[config.mk]
export PLATFORM = sky130hd
export DESIGN_NAME = gmii_tx_nibble_adapter
export DESIGN_NICKNAME = d
export VERILOG_FILES = /design/src/rtl/gmii_tx_nibble_adapter.sv
export SDC_FILE = /design/constraint.sdc
export NUM_CORES = 1
export LEC_CHECK = 0
export BUFFER_PORTS_ARGS = -buffer_cell sky130_fd_sc_hd__buf_2
export CAP_MARGIN = 0
export CORE_AREA = 2 2 64 66
export CTS_CLUSTER_DIAMETER = 40
export CTS_CLUSTER_SIZE = 28
export DETAILED_ROUTE_END_ITERATION = 12
export DIE_AREA = 0 0 66 68
export PLACE_DENSITY_LB_ADDON = 0.25
export SLEW_MARGIN = 40
export SYNTH_ARGS = -nofsm -noshare
export SYNTH_HDL_FRONTEND = slang
export SYNTH_SLANG_ARGS = --single-unit
[constraint.sdc]
create_clock -name clk -period 2.5 [get_ports clk]
set_clock_uncertainty 0.1 [all_clocks]
set_input_delay 0.5 -clock clk [delete_from_list [all_inputs] [get_ports clk]]
set_output_delay 0.5 -clock clk [all_outputs]
set_load 0.005 [all_outputs]
[src/rtl/gmii_tx_nibble_adapter.sv]
// MAC byte stream to GMII TX: byte pass-through at 1G, low/high nibble split at 10/100.
// One clk from a gmii_txc_en slot to the outputs; outputs hold between slots.
module gmii_tx_nibble_adapter #(
    parameter int CNT_W = 16
) (
    input  logic             clk,
    input  logic             reset,
    input  logic             speed_10_100,
    input  logic             client_txc_en,
    input  logic             gmii_txc_en,
    input  logic [7:0]       mac_txd,
    input  logic             mac_tx_en,
    input  logic             mac_tx_er,
    output logic [7:0]       gmii_txd,
    output logic             gmii_tx_en,
    output logic             gmii_tx_er,
    output logic             tx_busy,
    output logic             align_err,
    output logic [CNT_W-1:0] tx_frame_cnt
);

    typedef enum logic [1:0] {IDLE, G_DATA, N_LO, N_HI} state_t;

    state_t     state, state_nxt;
    logic       mode, mode_nxt;          // 1 = nibble mode
    logic [7:0] cap_dat, cap_dat_nxt;
    logic       cap_er, cap_er_nxt;
    logic [7:0] txd_nxt;
    logic       tx_en_nxt, tx_er_nxt;
    logic       align_nxt;
    logic       byte_slot;
    logic       frame_end;

    assign byte_slot = client_txc_en & gmii_txc_en;
    assign frame_end = gmii_tx_en & ~tx_en_nxt;

    always_comb begin
        state_nxt   = state;
        mode_nxt    = mode;
        cap_dat_nxt = cap_dat;
        cap_er_nxt  = cap_er;
        txd_nxt     = gmii_txd;
        tx_en_nxt   = gmii_tx_en;
        tx_er_nxt   = gmii_tx_er;
        // A MAC strobe outside a GMII slot cannot be placed; its byte is lost.
        align_nxt   = align_err | (client_txc_en & ~gmii_txc_en);

        if (gmii_txc_en) begin
            case (state)
                IDLE: begin
                    txd_nxt   = 8'h00;
                    tx_en_nxt = 1'b0;
                    tx_er_nxt = 1'b0;
                    if (byte_slot && mac_tx_en) begin
                        cap_dat_nxt = mac_txd;
                        cap_er_nxt  = mac_tx_er;
                        tx_en_nxt   = 1'b1;
                        tx_er_nxt   = mac_tx_er;
                        if (mode) begin
                            state_nxt = N_LO;
                            txd_nxt   = {mac_txd[3:0], mac_txd[3:0]};
                        end else begin
                            state_nxt = G_DATA;
                            txd_nxt   = mac_txd;
                        end
                    end else if (byte_slot) begin
                        // Speed only takes effect between frames.
                        mode_nxt = speed_10_100;
                    end
                end
                G_DATA: begin
                    if (byte_slot) begin
                        if (mac_tx_en) begin
                            txd_nxt   = mac_txd;
                            tx_en_nxt = 1'b1;
                            tx_er_nxt = mac_tx_er;
                        end else begin
                            txd_nxt   = 8'h00;
                            tx_en_nxt = 1'b0;
                            tx_er_nxt = 1'b0;
                            state_nxt = IDLE;
                        end
                    end
                end
                N_LO: begin
                    txd_nxt   = {cap_dat[7:4], cap_dat[7:4]};
                    tx_en_nxt = 1'b1;
                    tx_er_nxt = cap_er;
                    state_nxt = N_HI;
                end
                N_HI: begin
                    txd_nxt   = 8'h00;
                    tx_en_nxt = 1'b0;
                    tx_er_nxt = 1'b0;
                    state_nxt = IDLE;
                    if (!client_txc_en) begin
                        align_nxt = 1'b1;
                    end else if (mac_tx_en) begin
                        cap_dat_nxt = mac_txd;
                        cap_er_nxt  = mac_tx_er;
                        txd_nxt     = {mac_txd[3:0], mac_txd[3:0]};
                        tx_en_nxt   = 1'b1;
                        tx_er_nxt   = mac_tx_er;
                        state_nxt   = N_LO;
                    end
                end
                default: begin
                    state_nxt = IDLE;
                end
            endcase
        end
    end

    always_ff @(posedge clk) begin
        if (reset) begin
            state        <= IDLE;
            mode         <= 1'b0;
            cap_dat      <= 8'h00;
            cap_er       <= 1'b0;
            gmii_txd     <= 8'h00;
            gmii_tx_en   <= 1'b0;
            gmii_tx_er   <= 1'b0;
            tx_busy      <= 1'b0;
            align_err    <= 1'b0;
            tx_frame_cnt <= '0;
        end else begin
            state      <= state_nxt;
            mode       <= mode_nxt;
            cap_dat    <= cap_dat_nxt;
            cap_er     <= cap_er_nxt;
            gmii_txd   <= txd_nxt;
            gmii_tx_en <= tx_en_nxt;
            gmii_tx_er <= tx_er_nxt;
            tx_busy    <= (state_nxt != IDLE);
            align_err  <= align_nxt;
            if (frame_end) begin
                tx_frame_cnt <= tx_frame_cnt + {{(CNT_W-1){1'b0}}, 1'b1};
            end
        end
    end

endmodule

Word-level counts from Yosys, hierarchy flattened
Index checks and enable logic that the tools add are counted.
{"block": "word_totals", "reg_bits": 40, "mem_bits_rw": 0, "romBits": 0, "n_memories": 0, "output_inout_bits": 28, "latch_bits": 0, "elab_cells": 69}
{"block": "op_classes", "eq_ne": 7, "n_lt_le_gt_ge": 0, "shifts": 0, "n_bitwise": 7, "mul": 0, "n_reduce_logical": 7, "div_mod_pow": 0, "add_sub_neg": 1, "muxes": 37}
{"operator": "$mux 8", "count": 9}
{"operator": "$pmux 8 s4", "count": 1}
{"operator": "$add 16x1->16 const B", "count": 1}
{"operator": "$pmux 8 s2", "count": 1}
{"operator": "$mux 1", "count": 15}
{"operator": "$mux 2", "count": 7}
{"operator": "$ne 2x2->1 const B", "count": 4}
{"operator": "$pmux 1 s4", "count": 2}
{"operator": "$pmux 2 s4", "count": 1}
{"operator": "$reduce_and 5->1", "count": 1}
{"operator": "$eq 2x2->1 const B", "count": 2}
{"operator": "$reduce_and 4->1", "count": 1}
{"operator": "$reduce_bool 2->1", "count": 2}
{"operator": "$and 1x1->1", "count": 3}
{"operator": "$not 1->1", "count": 3}
{"operator": "$eq 2x1->1 const B", "count": 1}
{"operator": "$logic_not 2->1", "count": 1}
{"operator": "$pmux 1 s2", "count": 1}
{"operator": "$reduce_and 2->1", "count": 1}
{"operator": "$logic_and 1x1->1", "count": 1}
{"operator": "$or 1x1->1", "count": 1}

Depth between registers and ports, before layout
Gate-level depths: netlist of the first run.
{"block": "logic_depth", "ltp_word": 7, "mapped_depth": 6}

Worst setup path after synthesis of the first run
Ideal clock, no wire load.
{"block": "synth_path", "path_kind": "input to register", "start": "input client_txc_en", "end": "register tx_frame_cnt[9]", "stages": 4, "setup_ns": 0.123, "setup_slack_ns": 0.719, "t_arrival_ns": 1.558, "n_path_buf": 0, "path_cell_list": "or3b_4 > and3_1 > and4_1 > mux2_1"}
{"block": "synth_between", "elab_chain_cells": 7, "word_cells_on_any_way": 9, "classes_between": "mux: 5; bitwise: 3; reduce/logical: 1"}
{"item": "start: declaration", "line": "9", "text": "input logic client_txc_en,"}
{"item": "$and 1x1->1", "line": "34", "text": "assign byte_slot = client_txc_en & gmii_txc_en;"}
{"item": "$logic_and 1x1->1", "line": "54", "text": "if (byte_slot && mac_tx_en) begin"}
{"item": "$mux 1", "line": "54"}
{"item": "$pmux 1 s4 (*)", "line": "49", "text": "case (state)"}
{"item": "$mux 1 (*)", "line": "48", "text": "if (gmii_txc_en) begin"}
{"item": "$not 1->1 (*)", "line": "35", "text": "assign frame_end = gmii_tx_en & ~tx_en_nxt;"}
{"item": "$and 1x1->1 (*)", "line": "35"}
{"item": "end signal: assignment", "line": "137", "text": "tx_frame_cnt <= tx_frame_cnt + {{(CNT_W-1){1'b0}}, 1'b1};"}
{"item": "end: declaration", "line": "19", "text": "output logic [CNT_W-1:0] tx_frame_cnt"}
Mark *: on every way between the ends. The rest lies on a longest branch, timed or not.
A chain may end at the register's enable or synchronous reset.

Final worst setup path of the first run
{"block": "layout_path", "start": "register state[1]", "end": "register tx_frame_cnt[11]"}
{"block": "layout_between", "elab_chain_cells": 5, "word_cells_on_any_way": 8, "classes_between": "eq/ne: 3; mux: 2; bitwise: 2; reduce/logical: 1"}
{"item": "start: declaration", "line": "24", "text": "state_t state, state_nxt;"}
{"item": "start signal: assignment", "line": "127", "text": "state <= state_nxt;"}
{"item": "$eq 2x2->1, or another cell as far along", "line": "49"}
{"item": "$pmux 1 s4 (*)", "line": "49"}
{"item": "$mux 1 (*)", "line": "48"}
{"item": "$not 1->1 (*)", "line": "35"}
{"item": "$and 1x1->1 (*)", "line": "35"}
Marks and branches as above.

==> results of run 1 <==
## power groups by stage
stage	clock network (mW)	logic, mW	registers [mW]
2_1_floorplan	0	0.0850	0.615
3_3_place_gp	0	0.126	0.619
3_5_place_dp	0	0.127	0.618
4_1_cts	0.457	0.128	0.605
5_1_grt	0.473	0.142	0.608
6_report	0.446	0.127	0.605
## worst max-delay path: stages (launching register included)
cell and delay [ns]:
dfxtp_1 0.60, or3b_4 0.24, nand4_4 0.26, nor4_1 0.37, mux2_2 0.37
## cell families (layout without fill, tap and decap cells)
logic type,after synthesis,count (layout),share of synthesized area
AO/OA/AOI/OAI,48,48,0.173
XOR/XNOR,1,1,0.00474
adder cells (fa/ha/maj),1,1,0.00677
buffers and inverters,17,54,0.0447
flip-flops,36,36,0.390
multiplexers,14,14,0.0806
AND/OR/NAND/NOR,98,98,0.301
## state kept, by name, summed over array words and instances, names as in the netlist
register,cells
gmii_tx_en,1
align_err,1
cap_dat,4
state,2
tx_busy,1
tx_frame_cnt,16
mode,1
cap_er,1
gmii_tx_er,1
gmii_txd,8
## worst max path at each step
stage / from / to / slack, ns
global route: state[0] / tx_frame_cnt[11] / 0.32
global placement: client_txc_en / tx_frame_cnt[7] / 0.43
detailed placement: client_txc_en / tx_frame_cnt[11] / 0.40
finish: state[1] / tx_frame_cnt[11] / 0.46
floorplan: client_txc_en / tx_frame_cnt[9] / 0.72
CTS: state[0] / tx_frame_cnt[11] / 0.49
## stage by stage
step / worst slack [ns] / instances / hold WS (ns) / utilization / cell area [um2]
5_1_grt: 0.315 / 302 / 0.368 / 0.560 / 2160
3_5_place_dp: 0.399 / 295 / 0.383 / 0.535 / 2060
6_report: 0.456 / 302 / 0.352 / 0.560 / 2160
3_3_place_gp: 0.426 / 295 / 0.378 / 0.535 / 2060
4_1_cts: 0.488 / 302 / 0.352 / 0.560 / 2160
2_1_floorplan: 0.719 / 215 / 0.360 / - / 1850
## cell usage in the layout, fill, tap and decap left out, drive strengths merged, types with 4 or more instances in the layout
cell / netlist / layout
buf: 10 / 44
clkbuf: 4 / 7
o2bb2ai: 4 / 4
nand4: 4 / 4
nand3: 8 / 8
mux2: 7 / 7
o21ai: 4 / 4
a21oi: 17 / 17
dfxtp: 36 / 36
nor2: 25 / 25
o31ai: 5 / 5
or4: 5 / 5
mux2i: 7 / 7
nand2: 18 / 18
nor2b: 9 / 9
a211oi: 7 / 7
nor4: 6 / 6
## area by class of cell
type	count	area, um2	share of cell area
clock buffer	7	96.3	0.0446
inverter	3	11.3	0.00521
multi-input combinational	162	1040	0.483
sequential	36	721	0.334
tap	50	62.6	0.0290
timing repair buffer	44	225	0.104
## per-layer routing
layer / vias up / track usage / share of wire
met2: 41 / 0.309 / 0.45
met4: 0 / 0.0791 / 0.014
met5: - / 0 / 0
li1: 861 / - / -
met1: 791 / 0.262 / 0.48
met3: 7 / 0.0559 / 0.054
==> results.yml, run 1 <==
clock_tree:
  insertion_delay_ns: 0.29
  clkTransAtPathRegs_ns: 0.07
  cts_tree: "built"
  htreeDepth: 2
  cts_made_buffers: 5
  cts.repair.resized: 0
  clockBufferDepth: 2
  cts_setup_buffers: 0
  numClockSinks: 36
  holdBufCountCts: 0
  cts_root_buf: "clkbuf_8"
sta:
  grt_setup_unrepaired: "false"
  setup_violations: 0
  min_period_over_period: 0.818
  drv_slew: 0
  fin_setup_tns_ns: 0
  clock.fmax_mhz: 489
  tightest_slew_ns: 0.505
  finalHoldViolations: 0
  min_period_ns: 2.04
  slew-limit-headroom: 0.661
place:
  dp_hpwl_um: 2990
  numPortBuffers: 42
  place.gp.congestion: 0.833
hold_path:
  hold_path_depth: 3
  whs_endpoint: "mode"
  min_from: "speed_10_100"
  holdCritPathClass: "input pin to flop"
power:
  finalPower_mw: 1.18
  comb_power_share: 0.108
  power_switching_mw: 0.289
  internal-power_mw: 0.890
  pwr-share-clk: 0.378
  peakVddDrop_uv: 313
  p_leak_nw: 0.855
  power_density_mw_per_mm2: 545
  swShare: 0.245
  p_seq_frac: 0.514
global_route:
  grt_usage: 0.199
  grt_start_max_net_pins: 23
  antenna_found_initial: 0
  grt_pass1_wl_um: 6820
  grt-ovfl-total: 0
  grt_pass1_vias: 1464
die:
  rows: 23
  fp.coreArea_mm2: 0.00386
  die_w_um: 66
  num_io_pins: 43
  start_util: 0.479
  dieArea_mm2: 0.00449
  die_h_um: 68
critical_path:
  cp.arrival_ns: 2.13
  crit_path_start_kind: "flop"
  critPathCaptureType: "flop"
  r2r-start: "state[1]"
  timing.rr.end: "tx_frame_cnt[11]"
  regToRegSetupSlack_ns: 0.46
  required_ns: 2.59
  reg2regPathDepth: 4
  criticalPathCategory: "flop to flop"
  critPathMaxFanout: 22
yosys:
  ys_ff_latch: 36
  async_flop_share: 0
  synth-edff-count: 0
  synth_top_cell_by_area: "dfxtp_1"
  synth_common_cells: "dfxtp_1 (36), nor2_1 (25), a21oi_1 (17), nand2_1 (17), nor2b_1 (9)"
  synth_area_mm2: 0.00185
  synth_area_leaders: "dfxtp_1 (39%), nor2_1 (5.1%), a21oi_1 (4.6%), mux2i_1 (3.8%), mux2_2 (3.7%)"
  synth_most_common_cell: "dfxtp_1"
  synthCells: 215
  synth_nets: 231
  syn_area_per_cell_um2: 8.60
  netlist.area_leader.share: 0.390
  synthDistinctLibCells: 49
  synth_top_flop_cell: "dfxtp_1"
  ys_warn_count: 0
  yosysSeqAreaShare: 0.390
final_layout:
  drive_above_1_share: 0.254
  diodes: 0
  n_fill_cell: 387
  synthToLayoutAreaGrowth_pct: 16.9
  nets: 268
detailed_routing:
  ant_nets: 0
  vias_per_cell: 5.63
  drt_pass1_iterations: 4
  drc: 0
  wl_per_cell_um: 13.7
  drtIter0Drc: 112
  vias: 1700
  totalWireLength_um: 4150
run:
  cap_viol_max_count: 0
outcome:
  status: "complete, no violations"
Note: power is estimated with default switching activity, not from simulation.
==> inputs of run 2 (changes only) <==
clock period = 2.1 ns   (was 2.5 ns; I/O delays follow)
==> run 2 against run 1 <==
Net effect:
- maximum frequency increased by 4.3%
- final cell count increased by 0.99%
- sequential cell count unchanged
- die area unchanged
==> results.yml, run 2 (same netlist as run 1, synthesis figures left out) <==
sta:
  tightest_slew_ns: 0.509
  hold_slack_ns: 0.269
  drv_slew: 0
  grt_setup_unrepaired: "false"
  finalHoldViolations: 0
  fin_setup_tns_ns: 0
  setup_violations: 0
  slew-limit-headroom: 0.658
  min_period_over_period: 0.933
  clock.fmax_mhz: 510
  min_period_ns: 1.96
die:
  start_util: 0.479
  fp.coreArea_mm2: 0.00386
  die_w_um: 66
  die_h_um: 68
  dieArea_mm2: 0.00449
  num_io_pins: 43
  rows: 23
critical_path:
  regToRegSetupSlack_ns: 0.14
  critPathCaptureType: "flop"
  required_ns: 2.18
  crit_family: "simple AND/OR/NAND/NOR gates"
  reg2regPathDepth: 4
  timing.rr.end: "tx_frame_cnt[13]"
  crit_path_start_kind: "flop"
  criticalPathCategory: "flop to flop"
  r2r-start: "state[1]"
  critPathMaxFanout: 16
  path_buf_inv: 0
  cp_cell_sequence: "or3b_4 -> nand4_4 -> nor4_1 -> mux2_2"
  cp.arrival_ns: 2.04
  max_stage_delay_ns: 0.59
  cp_slowest_cell: "dfxtp_1"
final_layout:
  drive_above_1_share: 0.255
  synthToLayoutAreaGrowth_pct: 17.4
  nets: 270
  mostFrequentLayoutCell: "buf_2"
  diodes: 0
  layout_common_cells: "buf_2 (42), dfxtp_1 (36), nor2_1 (25)"
  fin_util: 0.563
  reg_top3: "tx_frame_cnt x16, gmii_txd x8, cap_dat x4"
  largest_register_ffs: 16
  largest_register: "tx_frame_cnt"
clock_tree:
  cts_made_buffers: 5
  holdBufCountCts: 0
  clockBufferDepth: 2
  cts_setup_buffers: 0
  htreeDepth: 2
  cts_root_buf: "clkbuf_8"
  clkTransAtPathRegs_ns: 0.07
  insertion_delay_ns: 0.28
  numClockSinks: 36
  cts_tree: "built"
  cts.repair.resized: 0
detailed_routing:
  totalWireLength_um: 4220
  ant_nets: 0
  drtIter0Drc: 93
  wl_per_cell_um: 13.8
  vias_per_cell: 5.57
  drc: 0
  vias: 1698
  drt_pass1_iterations: 4
hold_path:
  whs_endpoint: "mode"
  min_from: "speed_10_100"
  hold_path_depth: 3
  holdCritPathClass: "input pin to flop"
place:
  place.gp.congestion: 0.841
  dp_hpwl_um: 3050
  numPortBuffers: 42
power:
  p_leak_nw: 0.860
  peakVddDrop_uv: 453
  power_density_mw_per_mm2: 635
global_route:
  grt_pass1_vias: 1426
  antenna_found_initial: 0
  grt-ovfl-total: 0
  grt_start_max_net_pins: 26
  grt_usage: 0.199
  grt_pass1_wl_um: 6770
run:
  cap_viol_max_count: 0
outcome:
  status: "complete, no violations"
[run 2: cell count changes in the layout (fill, tap and decap cells not counted), sizes merged]
| cell | previous run | this run |
|---|---|---|
| clkbuf | 7 | 8 |
| buf | 44 | 46 |
[run 2: where the power goes]
part	switching, mW	internal [mW]
Clock	0.235	0.267
Combinational	0.0913	0.0650
Sequential	0.0144	0.704
[run 2: layout make-up]
cell class	count	area, um2
fill	384	1690
multi-input combinational	162	1040
sequential	36	721
timing repair buffer	46	240
clock buffer	8	90.1
tap	50	62.6
inverter	3	11.3
[run 2: worst max-delay path by stage]
stage	startpoint	endpoint	slack [ns]	cells after the start
after floorplan	client_txc_en	tx_frame_cnt[9]	0.40	4
after global placement	client_txc_en	tx_frame_cnt[11]	0.17	5
after detailed placement	client_txc_en	tx_frame_cnt[13]	0.15	5
after CTS	state[1]	tx_frame_cnt[13]	0.18	4
after global routing	state[1]	tx_frame_cnt[13]	0.02	4
final	state[1]	tx_frame_cnt[13]	0.14	4
[run 2: metal layers]
| metal | global-route usage | routed length (um) | up-vias |
|---|---|---|---|
| li1 | - | - | 869 |
| met1 | 0.286 | 2140 | 788 |
| met2 | 0.284 | 1820 | 35 |
| met3 | 0.0559 | 200 | 6 |
| met4 | 0.0689 | 58 | 0 |
| met5 | 0 | 0 | - |
[run 2: worst register-to-register path: cells and delay by family (launching register included)]
family        cells  cell delay [ns]
flops             1             0.59
simple gates      3             0.79
mux               1             0.37
[run 2: per-stage QoR]
step	total power, mW	area [um2]	setup slack, ns	instances
final	1.38	2170	0.141	305
after global routing	1.44	2170	0.0204	305
after CTS	1.39	2170	0.178	305
after detailed placement	0.890	2080	0.145	297
after global placement	0.890	2080	0.174	297
after floorplan	0.833	1850	0.399	215
